$ cat src/rtl/axi_rd_mem_responder.sv
// rtl/axi_rd_mem_responder.sv - AXI4 read responder for one address region, 1-cycle sync memory port
module axi_rd_mem_responder #(
  parameter int          AxiIdWidth   = 4,
  parameter int          AxiAddrWidth = 64,
  parameter int          AxiDataWidth = 64,
  parameter logic [63:0] RegionBase   = 64'h1_0000,
  parameter logic [63:0] RegionLength = 64'h10000,
  parameter int          MemAddrWidth = $clog2(RegionLength / (AxiDataWidth / 8))
) (
  input  logic                    clk_i,
  input  logic                    rst_i,
  input  logic                    ar_valid_i,
  output logic                    ar_ready_o,
  input  logic [AxiIdWidth-1:0]   ar_id_i,
  input  logic [AxiAddrWidth-1:0] ar_addr_i,
  input  logic [7:0]              ar_len_i,
  input  logic [2:0]              ar_size_i,
  input  logic [1:0]              ar_burst_i,
  output logic                    r_valid_o,
  input  logic                    r_ready_i,
  output logic [AxiIdWidth-1:0]   r_id_o,
  output logic [AxiDataWidth-1:0] r_data_o,
  output logic [1:0]              r_resp_o,
  output logic                    r_last_o,
  output logic                    mem_req_o,
  output logic [MemAddrWidth-1:0] mem_addr_o,
  input  logic [AxiDataWidth-1:0] mem_rdata_i
);

  localparam int                      OffBits = $clog2(AxiDataWidth / 8);
  localparam logic [2:0]              MaxSize = 3'(OffBits);
  localparam logic [AxiAddrWidth-1:0] BaseA   = AxiAddrWidth'(RegionBase);
  localparam logic [AxiAddrWidth-1:0] EndA    = AxiAddrWidth'(RegionBase + RegionLength);

  typedef enum logic [1:0] {IDLE, FETCH, RESP} state_e;
  state_e state_q, state_d;

  logic [AxiIdWidth-1:0]   id_q;
  logic [AxiAddrWidth-1:0] addr_q;
  logic [7:0]              len_q;
  logic [2:0]              size_q;
  logic [1:0]              burst_q;
  logic                    err_q;
  logic [7:0]              cnt_q;
  logic [1:0]              resp_q;
  logic                    last_q;
  logic                    beat_err_q;
  logic                    first_q;
  logic [AxiDataWidth-1:0] data_q;

  logic                    ar_hs, r_hs, in_range, ar_err, wrap_len_ok;
  logic [AxiAddrWidth-1:0] ar_mask, bytes, wsize, next_addr;

  assign ar_ready_o = (state_q == IDLE);
  assign r_valid_o  = (state_q == RESP);
  assign ar_hs      = ar_valid_i && ar_ready_o;
  assign r_hs       = r_valid_o && r_ready_i;

  always_ff @(posedge clk_i) begin
    if (rst_i) state_q <= IDLE;
    else       state_q <= state_d;
  end

  always_comb begin
    state_d = state_q;
    case (state_q)
      IDLE:    if (ar_hs) state_d = FETCH;
      FETCH:   state_d = RESP;
      RESP:    if (r_hs) state_d = last_q ? IDLE : FETCH;
      default: state_d = IDLE;
    endcase
  end

  // Burst legality is decided once at AR time; the range check is redone every beat.
  assign ar_mask     = (AxiAddrWidth'(1) << ar_size_i) - AxiAddrWidth'(1);
  assign wrap_len_ok = (ar_len_i == 8'd1) || (ar_len_i == 8'd3) ||
                       (ar_len_i == 8'd7) || (ar_len_i == 8'd15);
  assign ar_err      = (ar_size_i > MaxSize) || (ar_burst_i == 2'b11) ||
                       ((ar_burst_i == 2'b10) && (!wrap_len_ok || ((ar_addr_i & ar_mask) != '0)));

  assign in_range   = (addr_q >= BaseA) && (addr_q < EndA);
  assign mem_req_o  = (state_q == FETCH) && !err_q && in_range;
  assign mem_addr_o = MemAddrWidth'((addr_q - BaseA) >> OffBits);

  assign bytes = AxiAddrWidth'(1) << size_q;
  assign wsize = (AxiAddrWidth'(len_q) + AxiAddrWidth'(1)) << size_q;

  always_comb begin
    next_addr = (addr_q & ~(bytes - AxiAddrWidth'(1))) + bytes;
    case (burst_q)
      2'b00:   next_addr = addr_q;
      2'b10:   next_addr = (addr_q & ~(wsize - AxiAddrWidth'(1))) |
                           ((addr_q + bytes) & (wsize - AxiAddrWidth'(1)));
      default: ;
    endcase
  end

  always_ff @(posedge clk_i) begin
    if (rst_i) begin
      id_q       <= '0;
      addr_q     <= '0;
      len_q      <= '0;
      size_q     <= '0;
      burst_q    <= '0;
      err_q      <= 1'b0;
      cnt_q      <= '0;
      resp_q     <= '0;
      last_q     <= 1'b0;
      beat_err_q <= 1'b0;
      first_q    <= 1'b0;
      data_q     <= '0;
    end else begin
      first_q <= 1'b0;
      if (ar_hs) begin
        id_q    <= ar_id_i;
        addr_q  <= ar_addr_i;
        len_q   <= ar_len_i;
        size_q  <= ar_size_i;
        burst_q <= ar_burst_i;
        err_q   <= ar_err;
        cnt_q   <= '0;
      end
      if (state_q == FETCH) begin
        beat_err_q <= err_q || !in_range;
        resp_q     <= (err_q || !in_range) ? 2'b10 : 2'b00;
        last_q     <= (cnt_q == len_q);
        first_q    <= 1'b1;
      end
      if ((state_q == RESP) && first_q)
        data_q <= beat_err_q ? '0 : mem_rdata_i;
      if (r_hs && !last_q) begin
        addr_q <= next_addr;
        cnt_q  <= cnt_q + 8'd1;
      end
    end
  end

  // Memory data is only valid in the first RESP cycle; later cycles replay the captured copy.
  assign r_data_o = first_q ? (beat_err_q ? '0 : mem_rdata_i) : data_q;
  assign r_id_o   = id_q;
  assign r_resp_o = resp_q;
  assign r_last_o = last_q;

endmodule

$ cat config.mk
export PLATFORM = sky130hd
export DESIGN_NAME = axi_rd_mem_responder
export DESIGN_NICKNAME = d
export VERILOG_FILES = /design/src/rtl/axi_rd_mem_responder.sv
export SDC_FILE = /design/constraint.sdc
export NUM_CORES = 1
export LEC_CHECK = 0
export BUFFER_PORTS_ARGS = -buffer_cell sky130_fd_sc_hd__buf_2
export CORE_MARGIN = 4
export CORE_UTILIZATION = 41
export DETAILED_ROUTE_END_ITERATION = 16
export PLACE_DENSITY = 0.73
export SLEW_MARGIN = 20
export SYNTH_ARGS = -nofsm -noshare
export SYNTH_HDL_FRONTEND = slang
export SYNTH_SLANG_ARGS = --single-unit
export TNS_END_PERCENT = 20
$ cat constraint.sdc
create_clock -name clk_i -period 6.8 [get_ports clk_i]
set_input_delay 1.36 -clock clk_i [delete_from_list [all_inputs] [get_ports clk_i]]
set_output_delay 1.36 -clock clk_i [all_outputs]
set_load 0.01 [all_outputs]
# Yosys cells after proc, flatten, opt, wreduce, memory -nomap -nowiden
# Index checks and enable logic that the tools add are counted.
[word_totals]
mem_bits_rw = 0
mem_count = 0
input_bits = 149
output_inout_bits = 87
latch_bits = 0
reg_bits = 161
mem_bits_ro = 0
[classes]
n_div = 0
magnitude_cmp = 3
n_eq_ne = 13
n_shift = 3
mul = 0
muxes = 13
n_bitwise = 7
n_reduce_logical = 25
n_addsub = 8
[op_table]
columns = ["operator", "n"]
rows = [
  ["64-bit bitwise AND", 4],
  ["64-bit 2-to-1 mux", 4],
  ["64-bit adder", 2],
  ["64-bit NOT", 2],
  ["64-bit one-hot mux with 2 select lines", 1],
  ["1-bit by 3-bit << shifter with 64-bit output, first input constant", 2],
  ["64-bit by 1-bit subtractor with 64-bit output, second input constant", 2],
  ["64-bit by 17-bit >= comparator with 1-bit output, second input constant", 1],
  ["64-bit by 18-bit less-than comparator with 1-bit output, second input constant", 1],
  ["64-bit bitwise OR", 1],
  ["64-bit nonzero test", 1],
  ["9-bit by 3-bit << shifter with 64-bit output", 1],
  ["64-bit by 2-bit subtractor with 64-bit output, second input constant", 1],
  ["8-bit 2-to-1 mux", 2],
  ["16-bit by 1-bit subtractor with 16-bit output, second input constant", 1],
  ["8-bit by 1-bit adder with 9-bit output, second input constant", 1],
  ["8-bit by 1-bit adder with 8-bit output, second input constant", 1],
  ["2-bit == test, second input constant", 4],
  ["8-bit by 1-bit == test with 1-bit output, second input constant", 1],
  ["8-bit by 2-bit == test with 1-bit output, second input constant", 1],
  ["8-bit by 3-bit == test with 1-bit output, second input constant", 1],
  ["8-bit by 4-bit == test with 1-bit output, second input constant", 1],
  ["8-bit == test", 1],
  ["1-bit logical AND", 8],
  ["12 further kinds", 27],
]

# Depth between registers and ports, before layout
[logic_depth]
word_depth = 8
depth_mapped = 18

# Least setup slack after synthesis
# No wires, ideal clock.
[synth_timing]
kind = "register to register"
start = "register size_q[2]"
end = "register with a tool-made name"
required_ns = 6.670
stages_incl_launch_ff = 17
slack_ns = 2.780
n_path_buf = 5
period_less_slack_ns = 4.020
arrival_time_ns = 3.889
cell_sequence = "dfxtp_1 buf_2 clkbuf_1 clkbuf_1 buf_1 nand2_1 ha_1 and2_1 ha_1 or3b_1 o21bai_1 buf_2 a211oi_1 xnor2_1 nor2_1 a211oi_1 o31ai_1"
[synth_lines]
columns = ["element", "line_no", "rtl"]
rows = [
  ["from (decl)", "41", "logic [2:0] size_q;"],
  ["from (signal assigned)", "118", "size_q <= ar_size_i;"],
]

==> results.ini <==
[power_and_ir_drop]
vdd_ir_drop_max_mv = 0.1754
powerDensity_nw_per_um2 = 179.5
power_mw = 2.754
leakage_nw = 5.668

[detailed_routing]
ant_nets = 0
drc = 0
drtPass1Iterations = 6
viasPerCell = 6.161
vias = 15270
top_layer_used = met4
detail_route.wl_per_cell_um = 20.34
dr_wl_met3_mm = 4.438
wl_mm = 50.40
met1_length_mm = 20.24
wl_met2_mm = 23.37
drt-initial-drc-count = 1820

[logic_synthesis]
synth_cell_types = 98
synth.largest_area_cell = dfxtp_1
synth_seq_cells = 159
syn_area_per_cell_um2 = 7.087
synth_top_cell_area_share = 0.2328
synth_mux_area_frac = 0.06022
synth-edff-count = 0
synth_top_family_by_area = simple AND/OR/NAND/NOR gates
synth_xor_area_frac = 0.05318
synth_compound_gate_area_share = 0.2498
synthFlopType = dfxtp_1
ys_seq_area_frac = 0.2328
yosys_warnings = 0
netlist_instances = 1929
async_reset_ff_frac = 0
synthAdderAreaFrac = 0.01794
synth_simple_gate_area_share = 0.3152
synth.cell_area_um2 = 13670
syn_nets = 2097
synth_area_leaders = dfxtp_1 (23%), nand2_1 (8.4%), a21oi_1 (6.6%), mux2_2 (5.4%), nor2_1 (3.9%)

[global_routing]
grt_pass1_vias = 14130
gr-usage-all-layers = 0.2618
grt_pass1_wl_mm = 77.25
antenna_found_initial = 0
grt_max_degree = 85
overflow = 0

[finish]
post_route_cells_drive_above_1_share = 0.1955
ff_latch_area_um2 = 3186
fillerInstances = 3334
syn2layout_area_growth_pct = 12.24
design_area_um2 = 15340
nets = 2192
diodes = 0
multi_input_area_um2 = 9548

[place]
gp_congestion = 1.054
portBuffers = 234
post-dp-hpwl_mm = 36.84
postPlaceCellArea_um2 = 14730

[floorplanning]
dieArea_um2 = 36330
die_w_um = 190.6
io_pins = 236
initial_core_util = 0.4180
core_area_um2 = 32700
die_h_um = 190.6
rows = 66

[setup_path]
arrival_ps = 5380
crit_fanout = 33
start_kind = register
crit_required_ps = 7090
worstSetupPathType = register to register
crit_path_end_kind = register

[clock_tree]
cts.sinks = 159
clk_pin_slew_ps = 80
htreeDepth = 4
cts_buffer_depth = 2
cts-root-buf = clkbuf_16
postCtsResizedCells = 0
cts-buffers-inserted = 17
worstSkewPairLatency_ps = 450
cts_tree = built
cts_setup_buffers = 0
ctsHoldBuffers = 0

[outcome]
outcome = finished, final reports clean

[hold_path]
hp-class = register to register

[sta]
min_period_over_period = 0.7480
fin_skew_ps = 12.97
fmax_mhz = 196.6
tightest_slew_ps = 1126
fin_crit_ps = 5087
slew_violations = 0
hold_violations = 0
finalSetupViolCount = 0
setup-tns-final_ps = 0
slew_headroom = 0.2467
rsz0062_at_grt = no

[flow_run]
cap_violations = 0

## kinds of logic (layout without fill, tap and decap cells)
family,Yosys count,count (layout)
other,1,1
flip-flops,159,159
AND/OR/NAND/NOR,865,865
XOR/XNOR,83,83
adder cells (fa/ha/maj),19,19
multiplexers,74,74
buffers and inverters,211,318
AO/OA/AOI/OAI,517,517
## power by group
part           internal, mW  total [mW]  switching, mW
logic                 0.243       0.614          0.371
registers             0.979        1.10          0.122
clock network         0.568        1.04          0.470
total                  1.79        2.75          0.964
## layout make-up
type,count,share of cell area
multi-input cells,1559,0.6223
flip-flops and latches,159,0.2076
repair buffers,253,0.08579
well taps,442,0.03604
clock buffers,18,0.02862
clock inverters,13,0.01133
inverters,34,0.008318
## cells in the final DEF, fill, tap and decap left out, types with 18 or more instances in the layout
| cell type | count |
|---|---|
| nand2_1 | 304 |
| buf_2 | 233 |
| a21oi_1 | 179 |
| dfxtp_1 | 157 |
| nor2_1 | 143 |
| o21ai_0 | 90 |
| nor2b_1 | 76 |
| nand3_1 | 69 |
| mux2_2 | 66 |
| nor3_1 | 53 |
| xnor2_1 | 46 |
| nor4_1 | 43 |
| nand4_1 | 38 |
| xor2_1 | 37 |
| inv_1 | 32 |
| and3_1 | 31 |
| a211oi_1 | 30 |
| o211ai_1 | 29 |
| buf_4 | 20 |
| nand2b_1 | 18 |
| and2_1 | 18 |
| a31oi_1 | 18 |
| ha_1 | 18 |
## path summary, 6_finish.rpt
check                                              from                 endpoint  slack, ps  cells after the start
worst max-delay path             size_q[1]$_SDFFE_PP0P_                 register       1710                     13
worst min-delay path            data_q[45]$_SDFFE_PP0P_  data_q[45]$_SDFFE_PP0P_        450                      2
worst max register to register   size_q[1]$_SDFFE_PP0P_                 register       1710                     13
worst min register to register  data_q[45]$_SDFFE_PP0P_  data_q[45]$_SDFFE_PP0P_        450                      2
## synthesized netlist by cell type (all sizes together) (45+ instances only)
library cell and n:
dfxtp 159, buf 60, clkbuf 117, a21oi 183, nor3 54, o21ai 100, nand3 72, nor2 143
xnor2 46, mux2 66, nor2b 77, nor4 45, nand2 306
## layer usage
layer | global-route usage | up-vias
met2 | 0.4196 | 776
met3 | 0.05694 | 171
li1 | - | 7136
met1 | 0.3401 | 7184
met5 | 0 | -
met4 | 0.1138 | 0
## critical path: stages, from the launching register on
cell      delay (ps)
dfxtp_1         1000
inv_1            350
nor2_1           360
nand2_1          170
ha_1             360
and2_1           160
ha_1             330
or3b_1           440
o21ai_1          770
nand2_1          240
o21ai_0          300
o211ai_1         130
o311ai_0         130
a311oi_1         160
## through the flow
stage | hold slack [ps] | util | instances | worst slack (ps)
global route | 478.7 | 0.4692 | 2478 | 1430
finish | 453.3 | 0.4692 | 2478 | 1713
global placement | 439.6 | 0.4503 | 2447 | 2086
detailed placement | 443.9 | 0.4505 | 2447 | 1956
CTS | 454.4 | 0.4692 | 2478 | 1945
floorplan | 433.8 | - | 1929 | 2780
(Power assumes the default switching activity.)
